`src/rtl/pwm_pkg.sv`:
```
// Shared constants and FSM state type for the PWM receiver.
// Default counter width matches the 10-bit PWM generator on the other end of the link.
package pwm_pkg;
  localparam int PWM_CNT_W   = 10;
  localparam int PWM_TIMEOUT = 2 ** PWM_CNT_W;

  typedef enum logic [1:0] {
    IDLE = 2'd0,
    HIGH = 2'd1,
    LOW  = 2'd2
  } state_t;
endpackage

```
`src/rtl/sync2.sv`:
```
// Two-flop synchronizer for one asynchronous bit.
// Latency: 2 clk cycles; no backpressure.
module sync2 (
  input  logic clk,
  input  logic rst_n,
  input  logic d,
  output logic q
);
  logic ff1_d, ff1_q;
  logic ff2_d, ff2_q;

  always_comb begin
    ff1_d = d;
    ff2_d = ff1_q;
  end

  always_ff @(posedge clk) begin
    if (!rst_n) begin
      ff1_q <= 1'b0;
      ff2_q <= 1'b0;
    end else begin
      ff1_q <= ff1_d;
      ff2_q <= ff2_d;
    end
  end

  assign q = ff2_q;
endmodule

```
`src/rtl/pwm_decode.sv`:
```
// PWM receiver: measures high time and period of each full cycle and reports duty/period/stuck.
// Latency: pin to valid 3 clk cycles after the closing rise; no backpressure, valid is a strobe.
module pwm_decode
  import pwm_pkg::*;
#(
  parameter int CNT_W = PWM_CNT_W
) (
  input  logic             clk,
  input  logic             rst_n,
  input  logic             PWM_sig,
  output logic [CNT_W-1:0] duty,
  output logic [CNT_W:0]   period,
  output logic             valid,
  output logic             stuck
);
  localparam logic [CNT_W:0]   TMO     = {1'b1, {CNT_W{1'b0}}};
  localparam logic [CNT_W:0]   TMO_M1  = {1'b0, {CNT_W{1'b1}}};
  localparam logic [CNT_W:0]   ONE     = (CNT_W+1)'(1);
  localparam logic [CNT_W+1:0] PER_MAX = {1'b0, {(CNT_W+1){1'b1}}};

  logic s, s_d_q, rise, fall;
  state_t state_q, state_d;
  logic [CNT_W:0]   hi_cnt_q, hi_cnt_d, lo_cnt_q, lo_cnt_d;
  logic [CNT_W:0]   hi_inc, lo_inc, period_meas;
  logic [CNT_W+1:0] sum;
  logic [CNT_W-1:0] duty_q, duty_d;
  logic [CNT_W:0]   period_q, period_d;
  logic             valid_q, valid_d, stuck_q, stuck_d;

  sync2 u_sync (
    .clk   (clk),
    .rst_n (rst_n),
    .d     (PWM_sig),
    .q     (s)
  );

  assign rise = s & ~s_d_q;
  assign fall = ~s & s_d_q;

  // Counters stick at the timeout value so a stuck line yields exactly one strobe.
  assign hi_inc      = (hi_cnt_q == TMO) ? TMO : hi_cnt_q + ONE;
  assign lo_inc      = (lo_cnt_q == TMO) ? TMO : lo_cnt_q + ONE;
  assign sum         = {1'b0, hi_cnt_q} + {1'b0, lo_cnt_q};
  assign period_meas = (sum > PER_MAX) ? PER_MAX[CNT_W:0] : sum[CNT_W:0];

  always_comb begin
    state_d  = state_q;
    hi_cnt_d = hi_cnt_q;
    lo_cnt_d = lo_cnt_q;
    duty_d   = duty_q;
    period_d = period_q;
    valid_d  = 1'b0;
    stuck_d  = stuck_q;
    case (state_q)
      IDLE: begin
        if (rise) begin
          state_d  = HIGH;
          hi_cnt_d = ONE;
          stuck_d  = 1'b0;
        end else if (!s) begin
          lo_cnt_d = lo_inc;
          if (lo_cnt_q == TMO_M1) begin
            duty_d   = '0;
            period_d = TMO;
            stuck_d  = 1'b1;
            valid_d  = 1'b1;
          end
        end
      end
      HIGH: begin
        if (fall) begin
          state_d  = LOW;
          lo_cnt_d = ONE;
          stuck_d  = 1'b0;
        end else if (s) begin
          hi_cnt_d = hi_inc;
          if (hi_cnt_q == TMO_M1) begin
            duty_d   = '1;
            period_d = TMO;
            stuck_d  = 1'b1;
            valid_d  = 1'b1;
          end
        end
      end
      LOW: begin
        // A rise on the timeout cycle still closes a valid period.
        if (rise) begin
          duty_d   = hi_cnt_q[CNT_W-1:0] - {{(CNT_W-1){1'b0}}, 1'b1};
          period_d = period_meas;
          valid_d  = 1'b1;
          stuck_d  = 1'b0;
          state_d  = HIGH;
          hi_cnt_d = ONE;
        end else begin
          lo_cnt_d = lo_inc;
          if (lo_cnt_q == TMO_M1) begin
            duty_d   = '0;
            period_d = TMO;
            stuck_d  = 1'b1;
            valid_d  = 1'b1;
            state_d  = IDLE;
          end
        end
      end
      default: state_d = IDLE;
    endcase
  end

  always_ff @(posedge clk) begin
    if (!rst_n) begin
      s_d_q    <= 1'b0;
      state_q  <= IDLE;
      hi_cnt_q <= '0;
      lo_cnt_q <= '0;
      duty_q   <= '0;
      period_q <= '0;
      valid_q  <= 1'b0;
      stuck_q  <= 1'b0;
    end else begin
      s_d_q    <= s;
      state_q  <= state_d;
      hi_cnt_q <= hi_cnt_d;
      lo_cnt_q <= lo_cnt_d;
      duty_q   <= duty_d;
      period_q <= period_d;
      valid_q  <= valid_d;
      stuck_q  <= stuck_d;
    end
  end

  assign duty   = duty_q;
  assign period = period_q;
  assign valid  = valid_q;
  assign stuck  = stuck_q;
endmodule

```
`config.mk`:
```
export PLATFORM = sky130hd
export DESIGN_NAME = pwm_decode
export DESIGN_NICKNAME = d
export VERILOG_FILES = /design/src/rtl/pwm_pkg.sv /design/src/rtl/sync2.sv /design/src/rtl/pwm_decode.sv
export SDC_FILE = /design/constraint.sdc
export NUM_CORES = 1
export LEC_CHECK = 0
export BUFFER_PORTS_ARGS = -buffer_cell sky130_fd_sc_hd__buf_4
export CORE_MARGIN = 10
export CORE_UTILIZATION = 34
export CTS_CLUSTER_SIZE = 28
export DETAILED_ROUTE_END_ITERATION = 10
export GPL_ROUTABILITY_DRIVEN = 0
export PLACE_DENSITY_LB_ADDON = 0.25
export SYNTH_ARGS = -nofsm -noshare
export SYNTH_HDL_FRONTEND = slang
export SYNTH_HIERARCHICAL = 1
export SYNTH_SLANG_ARGS = --single-unit
```
`constraint.sdc`:
```
create_clock -name clk -period 2.4 [get_ports clk]
set_clock_uncertainty 0.15 [all_clocks]
set_input_delay 0.36 -clock clk [delete_from_list [all_inputs] [get_ports clk]]
set_output_delay 0.36 -clock clk [all_outputs]
set_load 0.01 [all_outputs]
```
==> results of run 1 <==
==> per-layer routing <==
| metal | up-vias | track usage, % |
|---|---|---|
| met5 | - | 0 |
| li1 | 1420 | - |
| met3 | 6 | 2.99 |
| met2 | 44 | 20.3 |
| met1 | 1282 | 15.9 |
| met4 | 0 | 2.54 |
==> cell type report <==
| cell class | instances | area (µm²) | share of cell area, % |
|---|---|---|---|
| inverters | 13 | 48.8 | 1.29 |
| repair buffers | 71 | 546 | 14.4 |
| flip-flops and latches | 50 | 1010 | 26.5 |
| well taps | 108 | 135 | 3.56 |
| clock inverters | 2 | 60.1 | 1.58 |
| clock buffers | 6 | 82.6 | 2.18 |
| multi-input cells | 288 | 1910 | 50.5 |
==> sequential cells by signal, indices dropped and copies added (netlist names) <==
name / flops
period: 11
u_sync/ff1_q: 1
s_d_q: 1
u_sync/q: 1
lo_cnt_q: 11
hi_cnt_q: 11
stuck: 1
duty: 10
valid: 1
state_q: 2
==> worst max-delay path, stage by stage (launching register included) <==
cell                      delay [ns]
sky130_fd_sc_hd__dfxtp_2        0.34
sky130_fd_sc_hd__ha_2           0.19
sky130_fd_sc_hd__inv_2          0.06
sky130_fd_sc_hd__fa_2           0.22
sky130_fd_sc_hd__nor2b_2        0.05
sky130_fd_sc_hd__o31a_1         0.31
sky130_fd_sc_hd__or3_4          0.36
sky130_fd_sc_hd__a31oi_4        0.18
sky130_fd_sc_hd__xnor2_1        0.08
sky130_fd_sc_hd__a221o_1        0.32
==> power breakdown <==
group          switching, W  total (W)  internal (W)
Clock              0.000296   0.000741      0.000445
Combinational      0.000256   0.000438      0.000182
Sequential        0.0000192   0.000874      0.000854
==> path summary, 6_finish.rpt <==
path / start / endpoint / slack (ns) / depth (start not counted)
max: hi_cnt_q[0]$_SDFFE_PN0P_ / period[8]$_SDFFE_PN0P_ / 0.03 / 9
min: PWM_sig / u_sync/ff1_q$_SDFF_PN0_ / 0.10 / 2
max reg2reg: hi_cnt_q[0]$_SDFFE_PN0P_ / period[8]$_SDFFE_PN0P_ / 0.03 / 9
min reg2reg: period[2]$_SDFFE_PN0P_ / period[2]$_SDFFE_PN0P_ / 0.29 / 2
==> cell usage in the layout, fill, tap and decap left out, types with 3 or more instances in the layout <==
master,count
sky130_fd_sc_hd__a21o_1,3
sky130_fd_sc_hd__nand4_1,9
sky130_fd_sc_hd__buf_4,70
sky130_fd_sc_hd__a22o_1,3
sky130_fd_sc_hd__o21ai_0,23
sky130_fd_sc_hd__or2_2,3
sky130_fd_sc_hd__nor4_1,5
sky130_fd_sc_hd__nor2_1,39
sky130_fd_sc_hd__nand3_1,13
sky130_fd_sc_hd__and3_1,5
sky130_fd_sc_hd__o21ai_1,4
sky130_fd_sc_hd__dfxtp_1,48
sky130_fd_sc_hd__nand2_1,40
sky130_fd_sc_hd__clkbuf_8,6
sky130_fd_sc_hd__nor3_1,3
sky130_fd_sc_hd__o21a_1,3
sky130_fd_sc_hd__xor2_1,15
sky130_fd_sc_hd__xnor2_1,12
sky130_fd_sc_hd__nand2b_1,3
sky130_fd_sc_hd__and2_1,9
sky130_fd_sc_hd__ha_1,19
sky130_fd_sc_hd__a21oi_1,22
sky130_fd_sc_hd__inv_1,12
sky130_fd_sc_hd__nor2b_1,4
sky130_fd_sc_hd__o31ai_1,6
==> cells in the mapped netlist, types with 5 or more instances <==
| cell | n | area (µm²) |
|---|---|---|
| sky130_fd_sc_hd__o31ai_1 | 7 | 52.6 |
| sky130_fd_sc_hd__dfxtp_1 | 50 | 1000 |
| sky130_fd_sc_hd__nor2b_1 | 5 | 31.3 |
| sky130_fd_sc_hd__xor2_1 | 15 | 131 |
| sky130_fd_sc_hd__xnor2_1 | 12 | 105 |
| sky130_fd_sc_hd__nor4_1 | 5 | 31.3 |
| sky130_fd_sc_hd__ha_1 | 20 | 250 |
| sky130_fd_sc_hd__and2_1 | 9 | 56.3 |
| sky130_fd_sc_hd__and3_1 | 5 | 31.3 |
| sky130_fd_sc_hd__nand4_1 | 9 | 56.3 |
| sky130_fd_sc_hd__nand3_1 | 14 | 70.1 |
| sky130_fd_sc_hd__buf_2 | 5 | 25.0 |
| sky130_fd_sc_hd__inv_1 | 13 | 48.8 |
| sky130_fd_sc_hd__a21oi_1 | 22 | 110 |
| sky130_fd_sc_hd__nand2_1 | 41 | 154 |
| sky130_fd_sc_hd__clkbuf_1 | 6 | 22.5 |
| sky130_fd_sc_hd__o21ai_0 | 25 | 125 |
| sky130_fd_sc_hd__nor2_1 | 39 | 146 |
==> what timing repair did <==
item,4_1_cts,5_1_grt
pin swaps,2,7
cloned,0,0
buffers inserted,0,5
hold buffers,0,0
resized for setup,2,21
endpoints found under the setup margin,14,23
==> kinds of logic after synthesis <==
| group | count (synthesis) |
|---|---|
| adder cells (fa/ha/maj) | 21 |
| buffers and inverters | 28 |
| XOR/XNOR | 27 |
| flip-flops | 50 |
| AND/OR/NAND/NOR | 149 |
| AO/OA/AOI/OAI | 89 |
| multiplexers | 2 |
==> metrics by stage <==
step	TNS [ns]	hold WS, ns	std cells
after floorplan	0	0.262	366
after global placement	-0.00401	0.264	525
after detailed placement	-0.309	0.273	525
after CTS	0	0.0909	533
after global routing	-0.0445	0.113	538
final	0	0.103	538
==> results.tsv, run 1 <==
stage	metric	value	unit
outcome	outcome	finished, final reports clean	
drt	drtPass1Iterations	4	
power	leakage	1.65	nW
synth	synthAdderAreaFrac	9.10	%
drt	route.top_layer_used	met4	
clock_tree	clkTransAtPathRegs	0.09	ns
clock_tree	tritoncts.num_buffers	5	
timing	finalWorstPathRequiredPeriod	2.37	ns
run	cap_violations	0	
synth	synth_enable_flop_cells	0	
timing	slew_viol_final	0	
floorplan	floorplan.die_area	0.0129	mm²
cells_and_area	nFillCells	878	
cells_and_area	fin_util	44.1	%
power	ir_worst_vdd	0.348	mV
floorplan	coreArea	0.00859	mm²
grt	vias_in_the_first_global_route	2707	
grt	gr-total-overflow	0	
cells_and_area	final_stage_net_count	453	
grt	track_usage	12.3	%
min_path	min_path_type	in -> reg	
clock_tree	clkLatencyLatePin	0.31	ns
setup_path	cp-end-kind	flip-flop	
timing	final_setup_violation_count	0	
synth	postSynth.topFlopCell	sky130_fd_sc_hd__dfxtp_1	
drt	post-route-drc-count	0	
timing	timing_hold_violations_final	0	
floorplan	die-width	113	µm
placement	detailed_place_hpwl	6110	µm
synth	ys_seq_elements	50	
synth	synth-simple-area-share	25.0	%
synth	synth.mux.area_fraction	0.674	%
synth	synth_compound_gate_area_share	19.2	%
floorplan	io_pins	26	
synth	seq_area_frac_synth	33.7	%
timing	post-route-period-util	98.6	%
placement	port_buffers	25	
synth	syn-instance-count	366	
cells_and_area	antenna_cells_inserted	0	
drt	finalWirelength	7880	µm
timing	max_slew.worst_pin.slew	0.417	ns
timing	fin_ws	0.0334	ns
grt	grt_first_pass_wirelength	13300	µm
drt	via_per_inst	5.12	
timing	worst_slew_margin_relative_to_its_limit	71.9	%
drt	drt_iter0_markers	140	
clock_tree	cts_num_sinks	50	
floorplan	initial_cell_density_of_the_core	34.6	%
setup_path	cp_max_fo	3	
drt	detailroute.wirelength.met2	3640	µm
clock_tree	cts_max_level	2	
drt	routedLengthMet1	3830	µm
synth	mappedNetlistArea	0.00297	mm²
synth	asyncSetResetFlopFracSynth	0	%
floorplan	die_h	113	µm
drt	vias	2752	
timing	rsz0062_at_grt	yes	
timing	max_freq	0.423	GHz
setup_path	timing.critical_path.required	2.44	ns
synth	synth_xor_xnor_area_share	7.96	%
drt	wl_per_cell	14.7	µm
clock_tree	clock_tree.root_cell	sky130_fd_sc_hd__clkbuf_8	
grt	antenna_violations_before_repair	0	
cells_and_area	layout-drive-gt1-share	24.4	%
placement	placed_area	0.00353	mm²
clock_tree	ctsLongestPathBuffers	2	
synth	synth_top_family_by_area	simple AND/OR/NAND/NOR gates	
clock_tree	tritoncts	done	
cells_and_area	areaGrowthSynthToFinish	27.7	%
floorplan	rows	34	
drt	drtAntennaViolNets	0	
setup_path	worst-endpoint-arrival	2.41	ns
power	design_power_total	0.00205	W
synth	postSynthAreaPerCell	8.11	µm²
synth	post_synth_num_cell_types	61	
placement	placement.setup.worst_slack	-0.0524	ns
cells_and_area	final_design_area_no_fill	0.00379	mm²
power	power_per_cell_area	541	mW/mm²
grt	grt_max_degree	17	
setup_path	crit_path_start_kind	flip-flop	
synth	synthesized_nets	390	
synth	total_number_of_yosys_warnings	6	
setup_path	critical_path_class	reg -> reg	
drt	met3WireLength	358	µm
No activity file was read; power rests on OpenSTA's default activity.
==> run 2: changes to the inputs <==
--- a/config.mk
+++ b/config.mk
@@ -14,5 +14,4 @@
 export PLACE_DENSITY_LB_ADDON = 0.25
 export SYNTH_ARGS = -nofsm -noshare
 export SYNTH_HDL_FRONTEND = slang
-export SYNTH_HIERARCHICAL = 1
 export SYNTH_SLANG_ARGS = --single-unit
==> run 2 against run 1 <==
Global-route usage rose by 1.6 points. Sequential power rose by 8.5%. Sequential share of layout area fell by 1.0 points. Worst hold slack improved by 0.0015 ns. Critical path type unchanged. Largest power group is now combinational logic.
==> results.tsv, run 2 <==
stage	metric	value	unit
outcome	outcome	finished, final reports clean	
floorplan	io_pins	26	
synth	asyncSetResetFlopFracSynth	0	%
synth	seq_area_frac_synth	31.6	%
drt	drtAntennaViolNets	0	
cells_and_area	layout-drive-gt1-share	23.3	%
clock_tree	ctsLongestPathBuffers	2	
synth	mappedNetlistArea	0.00317	mm²
cells_and_area	final_stage_net_count	481	
power	leakage	1.67	nW
synth	synth_area_leaders	sky130_fd_sc_hd__dfxtp_1 32%, sky130_fd_sc_hd__ha_1 7.5%, sky130_fd_sc_hd__nor2_1 5.3%, sky130_fd_sc_hd__a21oi_1 4.7%, sky130_fd_sc_hd__nand2_1 4.1%	
synth	total_number_of_yosys_warnings	0	
drt	drtPass1Iterations	4	
synth	synthTopCellsByCount	50 x sky130_fd_sc_hd__dfxtp_1, 45 x sky130_fd_sc_hd__nor2_1, 35 x sky130_fd_sc_hd__nand2_1, 30 x sky130_fd_sc_hd__a21oi_1, 20 x sky130_fd_sc_hd__o21ai_0	
timing	max_slew.worst_pin.slew	0.461	ns
clock_tree	clkLatencyLatePin	0.31	ns
power	cell_internal_pwr	0.00159	W
synth	synth_top_area_cell	sky130_fd_sc_hd__dfxtp_1	
drt	wl_per_cell	16.1	µm
drt	via_per_inst	5.37	
placement	port_buffers	25	
cells_and_area	layout_common_cells	74 x sky130_fd_sc_hd__buf_4, 47 x sky130_fd_sc_hd__dfxtp_1, 45 x sky130_fd_sc_hd__nor2_1	
timing	finalWorstPathRequiredPeriod	2.32	ns
synth	post-synth-top-area-fraction	31.6	%
synth	postSynth.topFlopCell	sky130_fd_sc_hd__dfxtp_1	
timing	max_freq	0.432	GHz
setup_path	worst-endpoint-arrival	2.35	ns
cells_and_area	final_design_area_no_fill	0.00394	mm²
power	share_seq_of_total_power	36.5	%
min_path	hold_path_cell_cnt	2	
min_path	whs_endpoint	u_sync.ff1_q$_SDFF_PN0_	
setup_path	cp_max_fo	10	
drt	post-route-drc-count	0	
floorplan	floorplan.die_area	0.0136	mm²
cells_and_area	layout_commonest_cell	sky130_fd_sc_hd__buf_4	
timing	post-route-period-util	96.5	%
clock_tree	cts_num_sinks	50	
grt	grt_first_pass_wirelength	15100	µm
clock_tree	tritoncts	done	
synth	synth_enable_flop_cells	0	
timing	timing_hold_violations_final	0	
setup_path	cp-end-kind	flip-flop	
power	combinationalPowerShare	42.1	%
cells_and_area	areaGrowthSynthToFinish	24.2	%
min_path	min_path_type	in -> reg	
floorplan	die-width	117	µm
drt	vias	3063	
cells_and_area	antenna_cells_inserted	0	
timing	slew_viol_final	0	
timing	rsz0062_at_grt	no	
floorplan	die_h	117	µm
timing	fin_hold_ws	0.104	ns
grt	antenna_violations_before_repair	0	
synth	post_synth_num_cell_types	59	
setup_path	regToRegSetupSlack	0.08	ns
run	cap_violations	0	
floorplan	coreArea	0.00915	mm²
synth	ys_seq_elements	50	
synth	postSynthAreaPerCell	8.02	µm²
setup_path	timing.critical_path.required	2.43	ns
setup_path	r2r_cells	7	
clock_tree	cts_max_level	2	
setup_path	critical_path_class	reg -> reg	
grt	grt_max_degree	17	
setup_path	crit_path_start	hi_cnt_q[1]$_SDFFE_PN0P_	
synth	syn-instance-count	395	
clock_tree	tritoncts.num_buffers	5	
clock_tree	clkTransAtPathRegs	0.10	ns
power	total_switching_power	0.00101	W
drt	drt_iter0_markers	168	
timing	worst_slew_margin_relative_to_its_limit	68.9	%
grt	gr-total-overflow	0	
synth	synthesized_nets	418	
clock_tree	ctsHoldBuffers	0	
power	power_per_cell_area	660	mW/mm²
placement	detailed_place_hpwl	7210	µm
clock_tree	clock_tree.root_cell	sky130_fd_sc_hd__clkbuf_8	
min_path	hold_start	PWM_sig	
timing	final_setup_violation_count	0	
grt	vias_in_the_first_global_route	2987	
setup_path	crit_path_start_kind	flip-flop	
cells_and_area	fin_util	43.0	%
setup_path	r2r_start	hi_cnt_q[1]$_SDFFE_PN0P_	
floorplan	initial_cell_density_of_the_core	34.6	%
power	ir_worst_vdd	0.282	mV
placement	placed_area	0.00379	mm²
grt	track_usage	13.9	%
drt	finalWirelength	9200	µm
power	p_sw_share	38.9	%
synth	most_repeated_cell_in_the_gate_level_netlist_after_synthesis	sky130_fd_sc_hd__dfxtp_1	
power	pwr-share-clk	21.3	%
setup_path	worst_r2r_endpoint	period[0]$_SDFFE_PN0P_	
floorplan	rows	35	
run 2: power by group through the flow:
stage | clock, W | sequential, W | combinational (W)
3_5_place_dp | 0 | 0.000963 | 0.00107
2_1_floorplan | 0 | 0.000971 | 0.000669
4_1_cts | 0.000569 | 0.000944 | 0.00108
3_3_place_gp | 0 | 0.000961 | 0.00106
6_report | 0.000554 | 0.000948 | 0.00109
5_1_grt | 0.000608 | 0.000959 | 0.00122
run 2: layout make-up:
class                   instances  area [µm²]
well taps                     111         139
inverters                      12        45.0
multi-input cells             314        2070
fillers                       918        5220
clock inverters                 2        16.3
flip-flops and latches         50        1000
repair buffers                 75         576
clock buffers                   6        82.6
run 2: per-stage QoR:
step	TNS, ns	std cells	power, W	setup slack (ns)
final	0	570	0.00260	0.0845
after global routing	0	570	0.00278	0.00284
after CTS	0	570	0.00259	0.0000415
after detailed placement	-0.0666	562	0.00204	-0.0429
after global placement	0	562	0.00202	0.0133
after floorplan	0	395	0.00164	0.0344
run 2: worst max-delay path, cell delays in order (launching register included):
cell and delay (ns):
sky130_fd_sc_hd__dfxtp_1 0.41, sky130_fd_sc_hd__ha_1 0.26, sky130_fd_sc_hd__a21o_1 0.19, sky130_fd_sc_hd__nand4_1 0.15
sky130_fd_sc_hd__a21oi_1 0.09, sky130_fd_sc_hd__or4_4 0.60, sky130_fd_sc_hd__nor3_1 0.24, sky130_fd_sc_hd__a2111oi_1 0.10
run 2: cells by family (layout without fill, tap and decap cells):
kind of cell               Yosys count  after routing  synth area share [%]
and+or+nand+nor                    171            171                  28.0
DFF                                 50             50                  31.6
xor gates and xnor gates            27             27                  7.46
adders and majority gates           20             20                  8.13
AOI/OAI and AO/OA                   95             95                  20.1
buffers and inverters               31             95                  4.34
muxes                                1              1                 0.355
run 2: repair_timing:
item | 4_1_cts | 5_1_grt
endpoints found under the setup margin | 7 | 23
pin swaps | 0 | 1
resized for setup | 2 | 13
buffers inserted | 0 | 0
run 2: worst max-delay path by stage:
stage	to	cells past startpoint
2_1_floorplan	period[4]$_SDFFE_PN0P_	8
3_5_place_dp	period[0]$_SDFFE_PN0P_	7
4_1_cts	period[0]$_SDFFE_PN0P_	9
3_3_place_gp	period[2]$_SDFFE_PN0P_	7
5_1_grt	period[10]$_SDFFE_PN0P_	9
6_report	period[0]$_SDFFE_PN0P_	7
run 2: layer usage:
layer  vias to the layer above  GRT usage (%)  part of all wire [%]
li1                       1544              -                     -
met3                         4           2.21                   6.1
met2                        76           22.8                    46
met1                      1439           18.7                    47
met5                         -              0                     0
met4                         0           2.80                  0.55
